**src/rtl/local_bus_arb.sv**
```systemverilog
// Two-master round-robin arbiter for the shared local register bus.
// Serialises accesses, inserts a strobe-low gap and terminates hung accesses.
module local_bus_arb #(
    parameter int ADDR_W  = 30,
    parameter int DATA_W  = 32,
    parameter int STRB_W  = 4,
    parameter int TIMEOUT = 16
) (
    input  logic              cfg_clk_i,
    input  logic              cfg_rstn_i,
    input  logic              m0_wren_i,
    input  logic              m0_rden_i,
    input  logic [ADDR_W-1:0] m0_addr_i,
    input  logic [STRB_W-1:0] m0_strb_i,
    input  logic [DATA_W-1:0] m0_wdat_i,
    output logic [DATA_W-1:0] m0_rdat_o,
    output logic              m0_rdat_vld_o,
    output logic              m0_wdat_rdy_o,
    output logic              m0_err_o,
    input  logic              m1_wren_i,
    input  logic              m1_rden_i,
    input  logic [ADDR_W-1:0] m1_addr_i,
    input  logic [STRB_W-1:0] m1_strb_i,
    input  logic [DATA_W-1:0] m1_wdat_i,
    output logic [DATA_W-1:0] m1_rdat_o,
    output logic              m1_rdat_vld_o,
    output logic              m1_wdat_rdy_o,
    output logic              m1_err_o,
    output logic              local_wren_o,
    output logic              local_rden_o,
    output logic [ADDR_W-1:0] local_addr_o,
    output logic [STRB_W-1:0] local_strb_o,
    output logic [DATA_W-1:0] local_wdat_o,
    input  logic [DATA_W-1:0] local_rdat_i,
    input  logic              local_rdat_vld_i,
    input  logic              local_wdat_rdy_i
);

    localparam int CNT_W = $clog2(TIMEOUT);

    // Handshake: a master holds wren/rden (plus addr/strb/wdat) until it sees
    // exactly one single-cycle response pulse: wdat_rdy, rdat_vld or err.
    typedef enum logic [1:0] {ST_IDLE, ST_GRANT, ST_GAP} state_e;

    state_e             state_q, state_d;
    logic               grant_q, grant_d;
    logic               last_grant_q, last_grant_d;
    logic [CNT_W-1:0]   cnt_q, cnt_d;

    logic               m0_req, m1_req;
    logic               sel_wren, sel_rden, sel_req;
    logic [ADDR_W-1:0]  sel_addr;
    logic [STRB_W-1:0]  sel_strb;
    logic [DATA_W-1:0]  sel_wdat;
    logic               granted, wr_done, rd_done, tmo_hit, tmo_err;

    assign m0_req   = m0_wren_i | m0_rden_i;
    assign m1_req   = m1_wren_i | m1_rden_i;
    assign sel_wren = grant_q ? m1_wren_i : m0_wren_i;
    assign sel_rden = grant_q ? m1_rden_i : m0_rden_i;
    assign sel_addr = grant_q ? m1_addr_i : m0_addr_i;
    assign sel_strb = grant_q ? m1_strb_i : m0_strb_i;
    assign sel_wdat = grant_q ? m1_wdat_i : m0_wdat_i;
    assign sel_req  = sel_wren | sel_rden;

    // Qualified by reset so everything drops to 0 in the cycle reset is applied.
    assign granted      = cfg_rstn_i && (state_q == ST_GRANT);
    assign local_wren_o = granted & sel_wren;
    assign local_rden_o = granted & sel_rden & ~sel_wren;
    assign local_addr_o = granted ? sel_addr : '0;
    assign local_strb_o = granted ? sel_strb : '0;
    assign local_wdat_o = granted ? sel_wdat : '0;

    assign wr_done = local_wren_o & local_wdat_rdy_i;
    assign rd_done = local_rden_o & local_rdat_vld_i;
    assign tmo_hit = (cnt_q == CNT_W'(TIMEOUT - 1));
    // A completion landing on the last count wins over the timeout.
    assign tmo_err = granted & sel_req & tmo_hit & ~wr_done & ~rd_done;

    assign m0_wdat_rdy_o = ~grant_q & wr_done;
    assign m0_rdat_vld_o = ~grant_q & rd_done;
    assign m0_rdat_o     = (~grant_q & rd_done) ? local_rdat_i : '0;
    assign m0_err_o      = ~grant_q & tmo_err;
    assign m1_wdat_rdy_o = grant_q & wr_done;
    assign m1_rdat_vld_o = grant_q & rd_done;
    assign m1_rdat_o     = (grant_q & rd_done) ? local_rdat_i : '0;
    assign m1_err_o      = grant_q & tmo_err;

    always_comb begin
        state_d      = state_q;
        grant_d      = grant_q;
        last_grant_d = last_grant_q;
        cnt_d        = cnt_q;
        case (state_q)
            ST_IDLE: begin
                if (m0_req | m1_req) begin
                    state_d = ST_GRANT;
                    cnt_d   = '0;
                    grant_d = (m0_req & m1_req) ? ~last_grant_q : m1_req;
                end
            end
            ST_GRANT: begin
                // Any exit (done, dropped request or timeout) rotates priority.
                if (wr_done | rd_done | ~sel_req | tmo_hit) begin
                    state_d      = ST_GAP;
                    last_grant_d = grant_q;
                end else begin
                    cnt_d = cnt_q + CNT_W'(1);
                end
            end
            ST_GAP:  state_d = ST_IDLE;
            default: state_d = ST_IDLE;
        endcase
    end

    always_ff @(posedge cfg_clk_i) begin
        if (!cfg_rstn_i) begin
            state_q      <= ST_IDLE;
            grant_q      <= 1'b0;
            last_grant_q <= 1'b1;
            cnt_q        <= '0;
        end else begin
            state_q      <= state_d;
            grant_q      <= grant_d;
            last_grant_q <= last_grant_d;
            cnt_q        <= cnt_d;
        end
    end

endmodule

```
**config.mk**
```make
export PLATFORM = sky130hd
export DESIGN_NAME = local_bus_arb
export DESIGN_NICKNAME = d
export VERILOG_FILES = /design/src/rtl/local_bus_arb.sv
export SDC_FILE = /design/constraint.sdc
export NUM_CORES = 1
export LEC_CHECK = 0
export CAP_MARGIN = 25
export CORE_AREA = 2 2 121 123
export CTS_CLUSTER_DIAMETER = 30
export DETAILED_ROUTE_END_ITERATION = 6
export DIE_AREA = 0 0 123 125
export GPL_ROUTABILITY_DRIVEN = 0
export SLEW_MARGIN = 20
export SYNTH_ARGS = -nofsm -noshare
export SYNTH_HDL_FRONTEND = slang
export SYNTH_SLANG_ARGS = --single-unit
```
**constraint.sdc**
```tcl
create_clock -name cfg_clk_i -period 1.5 [get_ports cfg_clk_i]
set_input_delay 0.225 -clock cfg_clk_i [delete_from_list [all_inputs] [get_ports cfg_clk_i]]
set_output_delay 0.225 -clock cfg_clk_i [all_outputs]
set_load 0.02 [all_outputs]
```
### Word level (Yosys, flattened, before mapping)

Cells that the tools add are included.

| cells by class | value |
|---|---|
| add/sub/neg operators | 1 |
| equality and inequality tests | 5 |
| mux-type cells | 17 |
| bitwise gates (word level) | 29 |
| reductions and logical operators | 7 |

Operators with widths:

| cell | number |
|---|---|
| $mux 32 | 4 |
| $mux 30 | 2 |
| $and 1x1->1 | 16 |
| $mux 4 | 4 |
| $pmux 4 s2 | 1 |
| $or 1x1->1 | 7 |
| $not 1->1 | 6 |
| $reduce_and 2->1 | 3 |
| $add 4x1->4 const B | 1 |
| $eq 4x4->1 const B | 1 |
| $mux 2 | 2 |
| $ne 2x2->1 const B | 2 |
| $pmux 2 s2 | 1 |
| $mux 1 | 3 |
| $reduce_and 3->1 | 1 |
| $eq 2x1->1 const B | 1 |
| $logic_not 2->1 | 1 |
| $ne 2x1->1 const B | 1 |
| $reduce_bool 2->1 | 1 |
| $logic_and 1x1->1 | 1 |

| storage, ports and cells | value |
|---|---|
| register bits | 8 |
| output and inout bits | 138 |
| word-level logic and storage cells | 63 |

### Longest topological paths before layout

| depth | value |
|---|---|
| word-level depth | 10 |
| gate-level depth with buffers | 6 |

### Worst setup path before layout

No wires, ideal clock.

| timing path | value |
|---|---|
| kind | register to output |
| start point | register state_q[1] |
| end point | output m0_rdat_o[22] |
| arrival time | 1.425 ns |
| setup slack | -0.150 ns |
| stages on the path, launching flop included | 5 |
| buffers on the path | 1 |
| cells stage by stage | dfxtp_1 > nand4b_2 > nor4b_4 > buf_2 > and2_1 |

| on the way | value |
|---|---|
| longest elaborated chain between the ends | 7 |

Ends and longest elaborated chain:

| element | line | text |
|---|---|---|
| from (decl) | 45 | `state_e state_q, state_d;` |
| from (signal assigned) | 123 | `state_q <= state_d;` |
| $eq 2x1->1 | 67 | `assign granted = cfg_rstn_i && (state_q == ST_GRANT);` |
| $logic_and 1x1->1 | 67 |  |
| $and 1x1->1 (2 in series) | 69 | `assign local_rden_o = granted & sel_rden & ~sel_wren;` |
| $and 1x1->1 | 75 | `assign rd_done = local_rden_o & local_rdat_vld_i;` |
| $and 1x1->1 | -- |  |
| via m0_rdat_vld_o | 17 | `output logic m0_rdat_vld_o,` |
| $mux 32 | 82 | `assign m0_rdat_o = (~grant_q & rd_done) ? local_rdat_i : '0;` |
| to (decl) | 16 | `output logic [DATA_W-1:0] m0_rdat_o,` |

The timed path passes the listed nets, and every way through them passes these cells.

### Final worst setup path

| timing path | value |
|---|---|
| start point | register grant_q |
| end point | output m0_rdat_o[1] |

| on the way | value |
|---|---|
| longest elaborated chain between the ends | 6 |
| elaborated cells on any way between the ends | 9 |

Ends and longest elaborated chain:

| element | line | text |
|---|---|---|
| from (decl) | 46 | `logic grant_q, grant_d;` |
| from (signal assigned) | 124 | `grant_q <= grant_d;` |
| $mux 1 (on tied branches) | 60, 59 |  |
| $and 1x1->1 or $not 1->1 (tied branches) | 69 |  |
| $and 1x1->1 | 69 |  |
| $and 1x1->1 | 75 |  |
| $and 1x1->1 (*) | 82 |  |
| $mux 32 (*) | 82 |  |

Every way passes the cells marked *; elsewhere a longest branch is shown, timed or not.

==> reports/metrics.csv <==
stage;metric;value;unit
yosys;netlist-cell-type-count;33;
global_routing;grt_pass1_vias;3780;
clock_network;clockBufferDepth;2;
layout;final_util;52.84;%
timing;fin_worst_skew;0.0007016;ns
global_routing;grt_pass1_wl;21.62;mm
layout;layout.nets;826;
power_and_ir_drop;power_frac_seq;8.6;%
timing;setup_violations;145;
floorplanning;initial_utilization;14.28;%
yosys;syn_nets;463;
placement;portBuffers;309;
power_and_ir_drop;power-per-cell-area;372.2;nW/um^2
clock_network;htree_levels;1;
yosys;synth.most_common_cell;nor2_1;
clock_network;tritoncts;built;
global_routing;grt_use_total;18.19;%
timing;hold_viol;0;
timing;period_minus_slack;1.845;ns
layout;fill_cells;1209;
power_and_ir_drop;switchingPower;1.016;mW
yosys;synth_flop_cell;dfxtp_1;
yosys;synth_warnings;0;
critical_path;crit_type;flip-flop to output pin;
min_path;hold_path.class;flip-flop to flip-flop;
floorplanning;core_area;14200;um^2
critical_path;worst_setup_path_start_kind;flip-flop;
power_and_ir_drop;ir_worst_vdd;0.0002443;V
placement;dp_hpwl;10.82;mm
yosys;synth-seq-cells;8;
power_and_ir_drop;p_sw_share;36.37;%
yosys;yosysSeqAreaShare;7.896;%
global_routing;antenna_found_initial;3;
floorplanning;dieArea;15380;um^2
layout;area_delta_synth_final;270.0;%
critical_path;crit_fanout;8;
floorplanning;io_pins;310;
timing;timing.final.crit_share;123.0;%
clock_network;clock_tree.root_cell;clkbuf_16;
power_and_ir_drop;combPwrFrac;74.7;%
critical_path;worstPathArrival;1.62;ns
routing;vias;3651;
timing;layout_setup_ws;-0.3451;ns
routing;ant_nets;0;
run;drv_cap;0;
yosys;synthCells;290;
global_routing;gr-total-overflow;0;
yosys;netlist.area_leader.share;34.55;%
routing;drc_errors;0;
power_and_ir_drop;power.total;2.793;mW
floorplanning;die_h;125;um
power_and_ir_drop;leakage;2.993;nW
routing;routed_wl;15.63;mm
power_and_ir_drop;p_int;1.777;mW
critical_path;critical_path_required;1.27;ns
routing;wl_per_cell;18.63;um
run_status;violations;negative setup slack;
timing;slew_viol_final;0;
clock_network;clkSinkCount;8;
clock_network;ctsHoldBuffers;0;
floorplanning;rows;44;
timing;rsz0062_at_grt;true;
run_status;status;finished with violations;
timing;worst_pin_slew;0.4434;ns
critical_path;cp-end-kind;output pin;
yosys;synthArstFlopShare;0;%
routing;via_per_inst;4.352;
timing;hold_ws;0.4894;ns
clock_network;cts_buffers;3;
yosys;synth_edf_count;0;
power_and_ir_drop;p_clk_share;16.7;%
routing;first_iter_violations;111;
yosys;syn_area;2028;um^2
yosys;synth_area_leaders;mux2i_1 35%, and2_1 20%, nor2_1 14%, dfxtp_1 7.9%, buf_2 2.5%;
global_routing;grt_max_degree;15;
layout;drive_gt1_share;60.28;%
clock_network;clkTransAtPathRegs;0.04;ns
yosys;synth_top_area_cell;mux2i_1;
yosys;synthTopCellsByCount;76 x nor2_1, 70 x mux2i_1, 64 x and2_1;
floorplanning;fp.dieW;123;um
yosys;avgSynthCellArea;6.994;um^2
routing;drtPass1Iterations;5;
clock_network;clk_latency;0.23;ns
timing;clock.fmax;0.5420;GHz
timing;slew_headroom;70.38;%
-- path summary, 6_finish.rpt --
check | from | endpoint | slack (ns) | depth (start not counted)
min reg2reg | last_grant_q | last_grant_q | 0.49 | 1
max reg2reg | grant_q | last_grant_q | -0.19 | 6
min | last_grant_q | last_grant_q | 0.49 | 1
max | grant_q | m0_rdat_o[1] | -0.35 | 6
-- per-stage QoR --
step	worst slack [ns]	area, um^2	TNS [ns]	cells
5_1_grt	-0.4176	7505	-49.94	839
3_5_place_dp	-0.9635	5708	-123.43	798
2_1_floorplan	-0.03722	2171	-1.357	290
3_3_place_gp	-0.9687	5708	-121.50	798
4_1_cts	-0.3740	6810	-41.25	832
6_report	-0.3451	7505	-40.51	839
-- placed cells by master (no fill, tap or decap), drive strengths merged, types with 3 or more instances in the layout --
cell type / instances
and2: 64
o21ai: 3
nand3: 3
o211ai: 3
dfxtp: 8
dlygate4sd2: 5
nand4b: 4
nor3: 6
nor2: 76
buf: 206
a21oi: 4
diode: 3
clkdlybuf4s50: 165
mux2i: 71
clkbuf: 6
nand2: 6
-- sequential cells by signal, indices dropped and copies added, names as in the netlist --
name / flops
cnt_q: 4
state_q: 2
grant_q: 1
last_grant_q: 1
-- cell families after synthesis --
family,Yosys count,share of synthesized area (%)
flip-flops,8,7.896
AO/OA/AOI/OAI,16,6.108
multiplexers,72,36.40
adder cells (fa/ha/maj),1,0.6168
AND/OR/NAND/NOR,168,43.37
buffers and inverters,25,5.614
-- final cells by class --
type | count | area [um^2] | share of cell area, %
clock buffer | 4 | 78.83 | 1.050
antenna | 3 | 7.507 | 0.1000
sequential | 8 | 166.4 | 2.217
inverter | 2 | 7.507 | 0.1000
timing repair buffer | 381 | 4293 | 57.20
tap | 184 | 230.2 | 3.068
multi-input combinational | 257 | 2721 | 36.26
-- power groups by stage --
stage	registers [mW]	clock network, mW	logic [mW]
after detailed placement	0.242	0	1.43
after global placement	0.242	0	1.43
after floorplan	0.241	0	0.576
after global routing	0.241	0.486	2.19
final	0.239	0.468	2.09
after CTS	0.238	0.469	1.79
-- critical path, stage by stage (launching register included) --
cell and delay [ns]:
dfxtp_4 0.36, buf_6 0.13, nor4b_4 0.30, buf_4 0.19, buf_6 0.14, and2_4 0.15, buf_6 0.11
-- per-layer routing --
metal	track usage, %	wire, um
met2	35.94	8415
met4	4.545	510
met3	3.650	1376
met5	0	0
met1	19.07	5327
-- timing repair --
item / 4_1_cts / 5_1_grt
resized for setup: 916 / 171
endpoints found under the hold margin: 0 / 0
buffers inserted: 19 / 7
endpoints found under the setup margin: 145 / 146
gates cloned: 12 / 2
pin swaps: 41 / 46
No activity file was read; power rests on OpenSTA's default activity.
